## src/rtl/reg_read_unit_pkg.sv

```systemverilog
// Shared definitions for the register-read unit.
// Provides the FSM state encoding, the default index/data widths and the
// default register count derived from the index width.
package reg_read_unit_pkg;

    localparam int DEF_ADDR_WIDTH = 5;
    localparam int DEF_DATA_WIDTH = 32;
    localparam int NREGS          = 2 ** DEF_ADDR_WIDTH;

    // IDLE: waiting for an instruction; RD1/RD2: resolving rs1/rs2;
    // OUT: operands presented to execute.
    typedef enum logic [1:0] {
        IDLE = 2'd0,
        RD1  = 2'd1,
        RD2  = 2'd2,
        OUT  = 2'd3
    } state_t;

endpackage

```

## src/rtl/reg_read_unit_if.sv

```systemverilog
// Bundle of every signal of the register-read unit except clock and reset.
//   in_*      : decoded instruction handshake (valid/ready) and indices
//   rf_*      : register-file read port (index out, data in, combinational)
//   wb_*      : writeback observed this cycle
//   out_*     : operand handshake towards execute
// Modport slave is the unit's view, master is the surrounding pipeline's view.
interface reg_read_unit_if
    import reg_read_unit_pkg::*;
#(
    parameter int ADDR_WIDTH = DEF_ADDR_WIDTH,
    parameter int DATA_WIDTH = DEF_DATA_WIDTH
) ();

    logic                  in_valid;
    logic                  in_ready;
    logic [ADDR_WIDTH-1:0] in_rs1;
    logic [ADDR_WIDTH-1:0] in_rs2;
    logic [ADDR_WIDTH-1:0] in_rd;
    logic                  in_rd_wen;

    logic [ADDR_WIDTH-1:0] rf_raddr;
    logic [DATA_WIDTH-1:0] rf_rdata;

    logic                  wb_valid;
    logic [ADDR_WIDTH-1:0] wb_addr;
    logic [DATA_WIDTH-1:0] wb_data;

    logic                  out_valid;
    logic                  out_ready;
    logic [DATA_WIDTH-1:0] out_src1;
    logic [DATA_WIDTH-1:0] out_src2;
    logic [ADDR_WIDTH-1:0] out_rd;
    logic                  out_rd_wen;

    modport slave (
        input  in_valid, in_rs1, in_rs2, in_rd, in_rd_wen,
        input  rf_rdata,
        input  wb_valid, wb_addr, wb_data,
        input  out_ready,
        output in_ready, rf_raddr,
        output out_valid, out_src1, out_src2, out_rd, out_rd_wen
    );

    modport master (
        output in_valid, in_rs1, in_rs2, in_rd, in_rd_wen,
        output rf_rdata,
        output wb_valid, wb_addr, wb_data,
        output out_ready,
        input  in_ready, rf_raddr,
        input  out_valid, out_src1, out_src2, out_rd, out_rd_wen
    );

endinterface

```

## src/rtl/reg_read_unit_scoreboard.sv

```systemverilog
// reg_scoreboard: one pending-write bit per architectural register.
//   clk, rst            : clock, synchronous active-high reset (clears all bits)
//   set_en, set_addr    : mark a register as awaiting writeback
//   clr_en, clr_addr    : writeback seen, register no longer pending
//   lk1_addr/lk1_busy   : combinational lookup port 1
//   lk2_addr/lk2_busy   : combinational lookup port 2
// A set and a clear of the same index in one cycle leaves the bit set, since
// the new producer is younger than the writeback being retired.
// Bit 0 is hard-wired to 0 because x0 is never written.
module reg_scoreboard
    import reg_read_unit_pkg::*;
#(
    parameter int ADDR_WIDTH = DEF_ADDR_WIDTH,
    parameter int NREGS      = 2 ** ADDR_WIDTH
) (
    input  logic                  clk,
    input  logic                  rst,
    input  logic                  set_en,
    input  logic [ADDR_WIDTH-1:0] set_addr,
    input  logic                  clr_en,
    input  logic [ADDR_WIDTH-1:0] clr_addr,
    input  logic [ADDR_WIDTH-1:0] lk1_addr,
    output logic                  lk1_busy,
    input  logic [ADDR_WIDTH-1:0] lk2_addr,
    output logic                  lk2_busy
);

    logic [NREGS-1:0] busy_vec;

    generate
        for (genvar gi = 0; gi < NREGS; gi++) begin : g_bit
            if (gi == 0) begin : g_zero
                assign busy_vec[gi] = 1'b0;
            end else begin : g_live
                logic bit_reg;

                always_ff @(posedge clk) begin
                    if (rst) begin
                        bit_reg <= 1'b0;
                    end else if (set_en && (set_addr == ADDR_WIDTH'(gi))) begin
                        bit_reg <= 1'b1;
                    end else if (clr_en && (clr_addr == ADDR_WIDTH'(gi))) begin
                        bit_reg <= 1'b0;
                    end
                end

                assign busy_vec[gi] = bit_reg;
            end
        end
    endgenerate

    assign lk1_busy = busy_vec[lk1_addr];
    assign lk2_busy = busy_vec[lk2_addr];

endmodule

```

## src/rtl/reg_read_unit.sv

```systemverilog
// reg_read_unit: fetches the two source operands of one instruction at a time.
//   clk  : clock, all state updates on the rising edge
//   rst  : synchronous active-high reset, overrides every handshake/writeback
//   bus  : reg_read_unit_if.slave -- instruction input handshake, external
//          register-file read port, writeback snoop, operand output handshake
// Flow: IDLE accepts an instruction, RD1 resolves rs1, RD2 resolves rs2, OUT
// holds the operands until execute accepts. Each source is taken as zero for
// x0, forwarded from a same-cycle writeback, stalled while a prior
// instruction's write is still pending, or else read from the register file.
// The destination is marked pending when execute accepts the instruction.
module reg_read_unit
    import reg_read_unit_pkg::*;
#(
    parameter int ADDR_WIDTH = DEF_ADDR_WIDTH,
    parameter int DATA_WIDTH = DEF_DATA_WIDTH
) (
    input  logic           clk,
    input  logic           rst,
    reg_read_unit_if.slave bus
);

    localparam int NUM_REGS = 2 ** ADDR_WIDTH;

    state_t                state_reg;
    logic [ADDR_WIDTH-1:0] rs1_reg;
    logic [ADDR_WIDTH-1:0] rs2_reg;
    logic [ADDR_WIDTH-1:0] rd_reg;
    logic                  rd_wen_reg;
    logic [ADDR_WIDTH-1:0] raddr_reg;
    logic [DATA_WIDTH-1:0] src1_reg;
    logic [DATA_WIDTH-1:0] src2_reg;
    logic                  in_ready_reg;
    logic                  out_valid_reg;

    logic                  busy1;
    logic                  busy2;
    logic                  cur_busy;
    logic [ADDR_WIDTH-1:0] cur_idx;
    logic                  opnd_ok;
    logic [DATA_WIDTH-1:0] opnd_val;
    logic                  out_fire;
    logic                  sb_set_en;

    assign out_fire  = out_valid_reg && bus.out_ready;
    // x0 is never tracked, so a completing write to it leaves nothing pending.
    assign sb_set_en = out_fire && rd_wen_reg && (rd_reg != '0);

    reg_scoreboard #(
        .ADDR_WIDTH (ADDR_WIDTH),
        .NREGS      (NUM_REGS)
    ) u_sb (
        .clk      (clk),
        .rst      (rst),
        .set_en   (sb_set_en),
        .set_addr (rd_reg),
        .clr_en   (bus.wb_valid),
        .clr_addr (bus.wb_addr),
        .lk1_addr (rs1_reg),
        .lk1_busy (busy1),
        .lk2_addr (rs2_reg),
        .lk2_busy (busy2)
    );

    // Source being resolved this cycle; only meaningful in RD1/RD2.
    always_comb begin
        cur_idx  = rs1_reg;
        cur_busy = busy1;
        if (state_reg == RD2) begin
            cur_idx  = rs2_reg;
            cur_busy = busy2;
        end
    end

    // Forwarding beats the pending bit: the writeback that would clear the
    // bit at this edge already carries the value we are waiting for.
    always_comb begin
        opnd_ok  = 1'b1;
        opnd_val = '0;
        if (cur_idx == '0) begin
            opnd_val = '0;
        end else if (bus.wb_valid && (bus.wb_addr == cur_idx)) begin
            opnd_val = bus.wb_data;
        end else if (cur_busy) begin
            opnd_ok = 1'b0;
        end else begin
            opnd_val = bus.rf_rdata;
        end
    end

    always_ff @(posedge clk) begin
        if (rst) begin
            state_reg     <= IDLE;
            rs1_reg       <= '0;
            rs2_reg       <= '0;
            rd_reg        <= '0;
            rd_wen_reg    <= 1'b0;
            raddr_reg     <= '0;
            src1_reg      <= '0;
            src2_reg      <= '0;
            in_ready_reg  <= 1'b1;
            out_valid_reg <= 1'b0;
        end else begin
            case (state_reg)
                IDLE: begin
                    if (bus.in_valid) begin
                        rs1_reg      <= bus.in_rs1;
                        rs2_reg      <= bus.in_rs2;
                        rd_reg       <= bus.in_rd;
                        rd_wen_reg   <= bus.in_rd_wen;
                        raddr_reg    <= bus.in_rs1;
                        in_ready_reg <= 1'b0;
                        state_reg    <= RD1;
                    end
                end
                RD1: begin
                    if (opnd_ok) begin
                        src1_reg  <= opnd_val;
                        raddr_reg <= rs2_reg;
                        state_reg <= RD2;
                    end
                end
                RD2: begin
                    if (opnd_ok) begin
                        src2_reg      <= opnd_val;
                        raddr_reg     <= '0;
                        out_valid_reg <= 1'b1;
                        state_reg     <= OUT;
                    end
                end
                OUT: begin
                    if (bus.out_ready) begin
                        out_valid_reg <= 1'b0;
                        in_ready_reg  <= 1'b1;
                        state_reg     <= IDLE;
                    end
                end
                default: begin
                    state_reg <= IDLE;
                end
            endcase
        end
    end

    assign bus.in_ready   = in_ready_reg;
    assign bus.rf_raddr   = raddr_reg;
    assign bus.out_valid  = out_valid_reg;
    assign bus.out_src1   = src1_reg;
    assign bus.out_src2   = src2_reg;
    assign bus.out_rd     = rd_reg;
    assign bus.out_rd_wen = rd_wen_reg;

endmodule
```

## src/flat_wrapper.sv

```systemverilog
// flat-port wrapper written by rule: the top's interface ports become plain ports
module reg_read_unit_flat import reg_read_unit_pkg::*;
#(
    parameter int ADDR_WIDTH = DEF_ADDR_WIDTH,
    parameter int DATA_WIDTH = DEF_DATA_WIDTH
)
  (clk, rst, bus_in_valid, bus_in_rs1, bus_in_rs2, bus_in_rd, bus_in_rd_wen, bus_rf_rdata, bus_wb_valid, bus_wb_addr, bus_wb_data, bus_out_ready, bus_in_ready, bus_rf_raddr, bus_out_valid, bus_out_src1, bus_out_src2, bus_out_rd, bus_out_rd_wen);
  reg_read_unit_if #(.ADDR_WIDTH(ADDR_WIDTH), .DATA_WIDTH(DATA_WIDTH)) bus_i ();
  input  logic clk;
  input  logic rst;
  input wire logic [$bits(bus_i.in_valid)-1:0] bus_in_valid;
  input wire logic [$bits(bus_i.in_rs1)-1:0] bus_in_rs1;
  input wire logic [$bits(bus_i.in_rs2)-1:0] bus_in_rs2;
  input wire logic [$bits(bus_i.in_rd)-1:0] bus_in_rd;
  input wire logic [$bits(bus_i.in_rd_wen)-1:0] bus_in_rd_wen;
  input wire logic [$bits(bus_i.rf_rdata)-1:0] bus_rf_rdata;
  input wire logic [$bits(bus_i.wb_valid)-1:0] bus_wb_valid;
  input wire logic [$bits(bus_i.wb_addr)-1:0] bus_wb_addr;
  input wire logic [$bits(bus_i.wb_data)-1:0] bus_wb_data;
  input wire logic [$bits(bus_i.out_ready)-1:0] bus_out_ready;
  output wire logic [$bits(bus_i.in_ready)-1:0] bus_in_ready;
  output wire logic [$bits(bus_i.rf_raddr)-1:0] bus_rf_raddr;
  output wire logic [$bits(bus_i.out_valid)-1:0] bus_out_valid;
  output wire logic [$bits(bus_i.out_src1)-1:0] bus_out_src1;
  output wire logic [$bits(bus_i.out_src2)-1:0] bus_out_src2;
  output wire logic [$bits(bus_i.out_rd)-1:0] bus_out_rd;
  output wire logic [$bits(bus_i.out_rd_wen)-1:0] bus_out_rd_wen;
  assign bus_i.in_valid = bus_in_valid;
  assign bus_i.in_rs1 = bus_in_rs1;
  assign bus_i.in_rs2 = bus_in_rs2;
  assign bus_i.in_rd = bus_in_rd;
  assign bus_i.in_rd_wen = bus_in_rd_wen;
  assign bus_i.rf_rdata = bus_rf_rdata;
  assign bus_i.wb_valid = bus_wb_valid;
  assign bus_i.wb_addr = bus_wb_addr;
  assign bus_i.wb_data = bus_wb_data;
  assign bus_i.out_ready = bus_out_ready;
  assign bus_in_ready = bus_i.in_ready;
  assign bus_rf_raddr = bus_i.rf_raddr;
  assign bus_out_valid = bus_i.out_valid;
  assign bus_out_src1 = bus_i.out_src1;
  assign bus_out_src2 = bus_i.out_src2;
  assign bus_out_rd = bus_i.out_rd;
  assign bus_out_rd_wen = bus_i.out_rd_wen;
  reg_read_unit #(.ADDR_WIDTH(ADDR_WIDTH), .DATA_WIDTH(DATA_WIDTH)) u_core (.clk(clk), .rst(rst), .bus(bus_i));
endmodule
```

## config.mk

```make
export PLATFORM = sky130hd
export DESIGN_NAME = reg_read_unit_flat
export DESIGN_NICKNAME = d
export VERILOG_FILES = /design/src/rtl/reg_read_unit_pkg.sv /design/src/rtl/reg_read_unit_if.sv /design/src/rtl/reg_read_unit_scoreboard.sv /design/src/rtl/reg_read_unit.sv /design/src/flat_wrapper.sv
export SDC_FILE = /design/constraint.sdc
export NUM_CORES = 1
export LEC_CHECK = 0
export CAP_MARGIN = 15
export CORE_ASPECT_RATIO = 0.75
export CORE_UTILIZATION = 49
export CTS_CLUSTER_DIAMETER = 40
export CTS_CLUSTER_SIZE = 8
export DETAILED_ROUTE_END_ITERATION = 8
export PLACE_DENSITY = 0.78
export SYNTH_ARGS = -nofsm -noshare
export SYNTH_HDL_FRONTEND = slang
export SYNTH_HIERARCHICAL = 1
export SYNTH_SLANG_ARGS = --single-unit
export TNS_END_PERCENT = 30
```

## constraint.sdc

```tcl
create_clock -name clk -period 3.67 [get_ports clk]
set_input_delay 0.5505 -clock clk [delete_from_list [all_inputs] [get_ports clk]]
set_output_delay 0.5505 -clock clk [all_outputs]
set_load 0.01 [all_outputs]
```

==> summary.md <==
| Metric | Value |
|---|---|
| Share of cells above drive strength 1 | between 8 and 9% |
| Fin. max-slew vios | 0 |
| Largest net degree at the start of global routing | between 50 and 60 |
| Maximum VDD drop | 0.000501 V |
| Setup-failing EPs final | 0 |
| Vias post-DR | roughly 6100 |
| Hold Startpoint | u_core/bus.out_src2[2] |
| CP startpoint | u_core/rs2_reg[0] |
| WL/cell | 19.1 µm |
| # rows | 34 |
| Critical Path Fanout Max | 17 |
| Final nets | 926 |
| Core region area | ~12000 µm² |
| # Post-CTS Setup Buffers | 0 |
| RSZ-0062 raised after global routing | no |
| CTS resizes | 0 |
| Layout area overhead | 37.7% |
| Grt met3 use | under 10% |
| Setup CP Type | register to register |
| TritonCTS clock tree | built |
| Busiest grt layer | met2 |
| Status | complete, no violations |
| Crit path capture type | register |
| Mapped cell area | 6020 µm² |
| Pwr Density | 646 nW/µm² |
| TritonCTS buffer count | 17 |
| Fill count | approximately 950 |
| Vias in the first global route | roughly 5700 |
| # IOs | between 150 and 200 |
| Drt via density | 6.05 |
| Hold Fails Final Rpt | 0 |
| Final WS setup | around 0.33 ns |
| Placed Cells incl. Taps | 974 |
| Die width | about 130 µm |
| Utilization after layout | a little over two thirds |
| Gr usage total | a little under a third |
| FF+latch area | roughly 2400 µm² |
| Ys flop type | dfxtp_1 |
| I/O Buffers | ~170 |
| Clk_skew | just over 0.008 ns |
| Antenna Nets Post-Route | 0 |
| EDFF count, synth | 0 |
| DRT iter0 DRCs | 477 |
| Clk_lat worst skew | 0.41 ns |
| M2 GR Usage | between 40% and 50% |
| Synth cell types | 49 |
| Yosys Warn Count | 6 |
| Clock Path Buffers | 2 |
| Hold_buf cts | 0 |
| Final worst-path cycle share | 91.1% |
| Worst Path Required | 4.02 ns |
| H-tree Lvls | 4 |
| Mapped Nets | 785 |
| Area of the multi-input gates | around 3300 µm² |
| Pre-CTS setup slack | approximately 0.39 ns |
| Class of the worst hold path | register to register |
| First-pass GRT wire length | about 30000 µm |
| Final min period | 3.34 ns |
| Mean post-synth cell area | about 8.7 µm² |
| Fmax | approximately 300 MHz |
| Post-synth ARST share | 0% |
| Sum Neg Setup Slack | 0 ns |
| R2r setup slk | about 0.33 ns |
| Max-cap violations | 0 |
| Max_slew headroom | 28.8% |
| Startpoint Class | register |
| CTS sink cnt | 120 |
| Grt met1 use | between 40% and 50% |
| Worst EP arrival | ~3.7 ns |
| Sequential cell area fraction in the yosys report | roughly 40% |
| Fin cells | around 1000 |
| DRT Wirelength | roughly 19000 µm |
| Die height | between 90 and 100 µm |
| Antenna violations before repair | 0 |
| Die ar. | 12700 µm² |
| Clock root cell | clkbuf_16 |
| Total overflow reported by the global router | 0 |
| Synthesized flop and latch total | 120 |
| Diode count | 0 |
| Initial Util | 51.1% |
| Number of iterations in the first detailed-routing pass | 5 |
| DR DRC count | 0 |
| R2r startpoint | u_core/rs2_reg[0] |
| Fin Hold WS | around 0.46 ns |
| Hpwl dp | about 14000 µm |
| Measured slew at the worst slew-check pin | around 1.1 ns |
| Gpl congestion | between 0.9 and 1 |
| Leak Pwr | about 3.0 nW |
| Syn Inst Count | 690 |
| Clock slew at reported path FFs | 0.05 ns |
==> critical path: stages, from the launching register on <==
cell and delay [ns]:
dfxtp_1 0.61, mux4_2 0.55, nand2b_1 0.15, o211ai_1 0.10, nand4_1 0.29, mux2i_4 0.61, buf_4 0.29, nand2_1 0.06
o21ai_0 0.38, a32o_1 0.23
==> final cells by class <==
| type | count | area share [%] |
|---|---|---|
| Clock buffer | 21 | 5.44 |
| Tap cell | 162 | 2.45 |
| Clock inverter | 11 | 1.80 |
| Inverter | 10 | 0.453 |
| Timing Repair Buffer | 178 | 21.1 |
| Multi-Input combinational cell | 504 | 39.8 |
| Sequential cell | 120 | 29.0 |
==> metrics by stage <==
| step | cell area [µm²] | power, mW |
|---|---|---|
| 2_1_floorplan | 6020 | 2.91 |
| 3_3_place_gp | 7680 | 3.58 |
| 3_5_place_dp | 7680 | 3.64 |
| 4_1_cts | 8280 | 5.34 |
| 5_1_grt | 8280 | 5.62 |
| 6_report | 8280 | 5.36 |
==> Yosys cell counts, types with 8 or more instances <==
library cell | n | share of area (%)
dfxtp_1 | 120 | 40
nand2b_1 | 8 | 0.83
nand3_1 | 33 | 2.7
mux2i_1 | 24 | 4.0
a21oi_1 | 107 | 8.9
a21o_1 | 21 | 2.6
buf_2 | 20 | 1.7
a22o_1 | 21 | 3.1
o2bb2ai_1 | 11 | 1.6
o2bb2ai_2 | 10 | 2.5
o21ai_0 | 44 | 3.7
a32o_1 | 22 | 3.7
nor2_1 | 10 | 0.62
nand2_1 | 99 | 6.2
buf_6 | 8 | 1.5
clkbuf_1 | 23 | 1.4
inv_1 | 10 | 0.62
nor2b_1 | 17 | 1.8
==> kinds of logic after synthesis <==
family,Yosys count,synth area share (%)
flip-flops,120,39.9
buffers and inverters,66,5.84
XOR/XNOR,5,0.728
AO/OA/AOI/OAI,272,30.9
AND/OR/NAND/NOR,191,15.2
multiplexers,31,6.43
adder cells (fa/ha/maj),5,1.04
==> worst paths after layout <==
kind,to,cells after the start
worst max register to register,u_core/bus.out_src1[2],9
worst min register to register,u_core/bus.out_src2[2],1
worst max-delay path,u_core/bus.out_src1[2],9
worst min-delay path,u_core/bus.out_src2[2],1
==> cell usage in the layout (no fill, tap or decap), types with 3 or more instances in the layout <==
cell type / count
a21o_1: 21
a21oi_1: 105
a21oi_2: 3
a22o_1: 21
a22oi_1: 4
a311oi_1: 5
a31oi_1: 6
a32o_1: 22
and2_1: 3
buf_4: 12
bufinv_16: 3
clkbuf_1: 3
clkbuf_16: 17
clkdlybuf4s50_1: 165
clkinv_4: 3
clkinvlp_4: 3
dfxtp_1: 120
ha_1: 5
inv_1: 10
mux2i_1: 23
mux4_2: 6
nand2_1: 99
nand2b_1: 8
nand3_1: 33
nand4_1: 4
nor2_1: 10
nor2b_1: 17
nor3_1: 5
o211ai_1: 5
o21ai_0: 44
o21ai_1: 5
o2bb2ai_1: 11
o2bb2ai_2: 10
xor2_1: 5
==> routing by layer <==
layer  part of all wire (%)  vias up
li1                       -     2824
met1                     43     2855
met2                     45      368
met3                    9.5       42
met4                    2.5        0
met5                      0        -
==> power breakdown <==
part / switching [mW] / total (mW) / leakage, nW / internal (mW)
combinational: 1.11 / 1.96 / 1.71 / 0.847
sequential: 0.214 / 1.71 / 0.973 / 1.50
clock: 0.600 / 1.69 / 0.283 / 1.09
total: 1.93 / 5.36 / 2.97 / 3.43
Note: power is estimated with default switching activity, not from simulation.
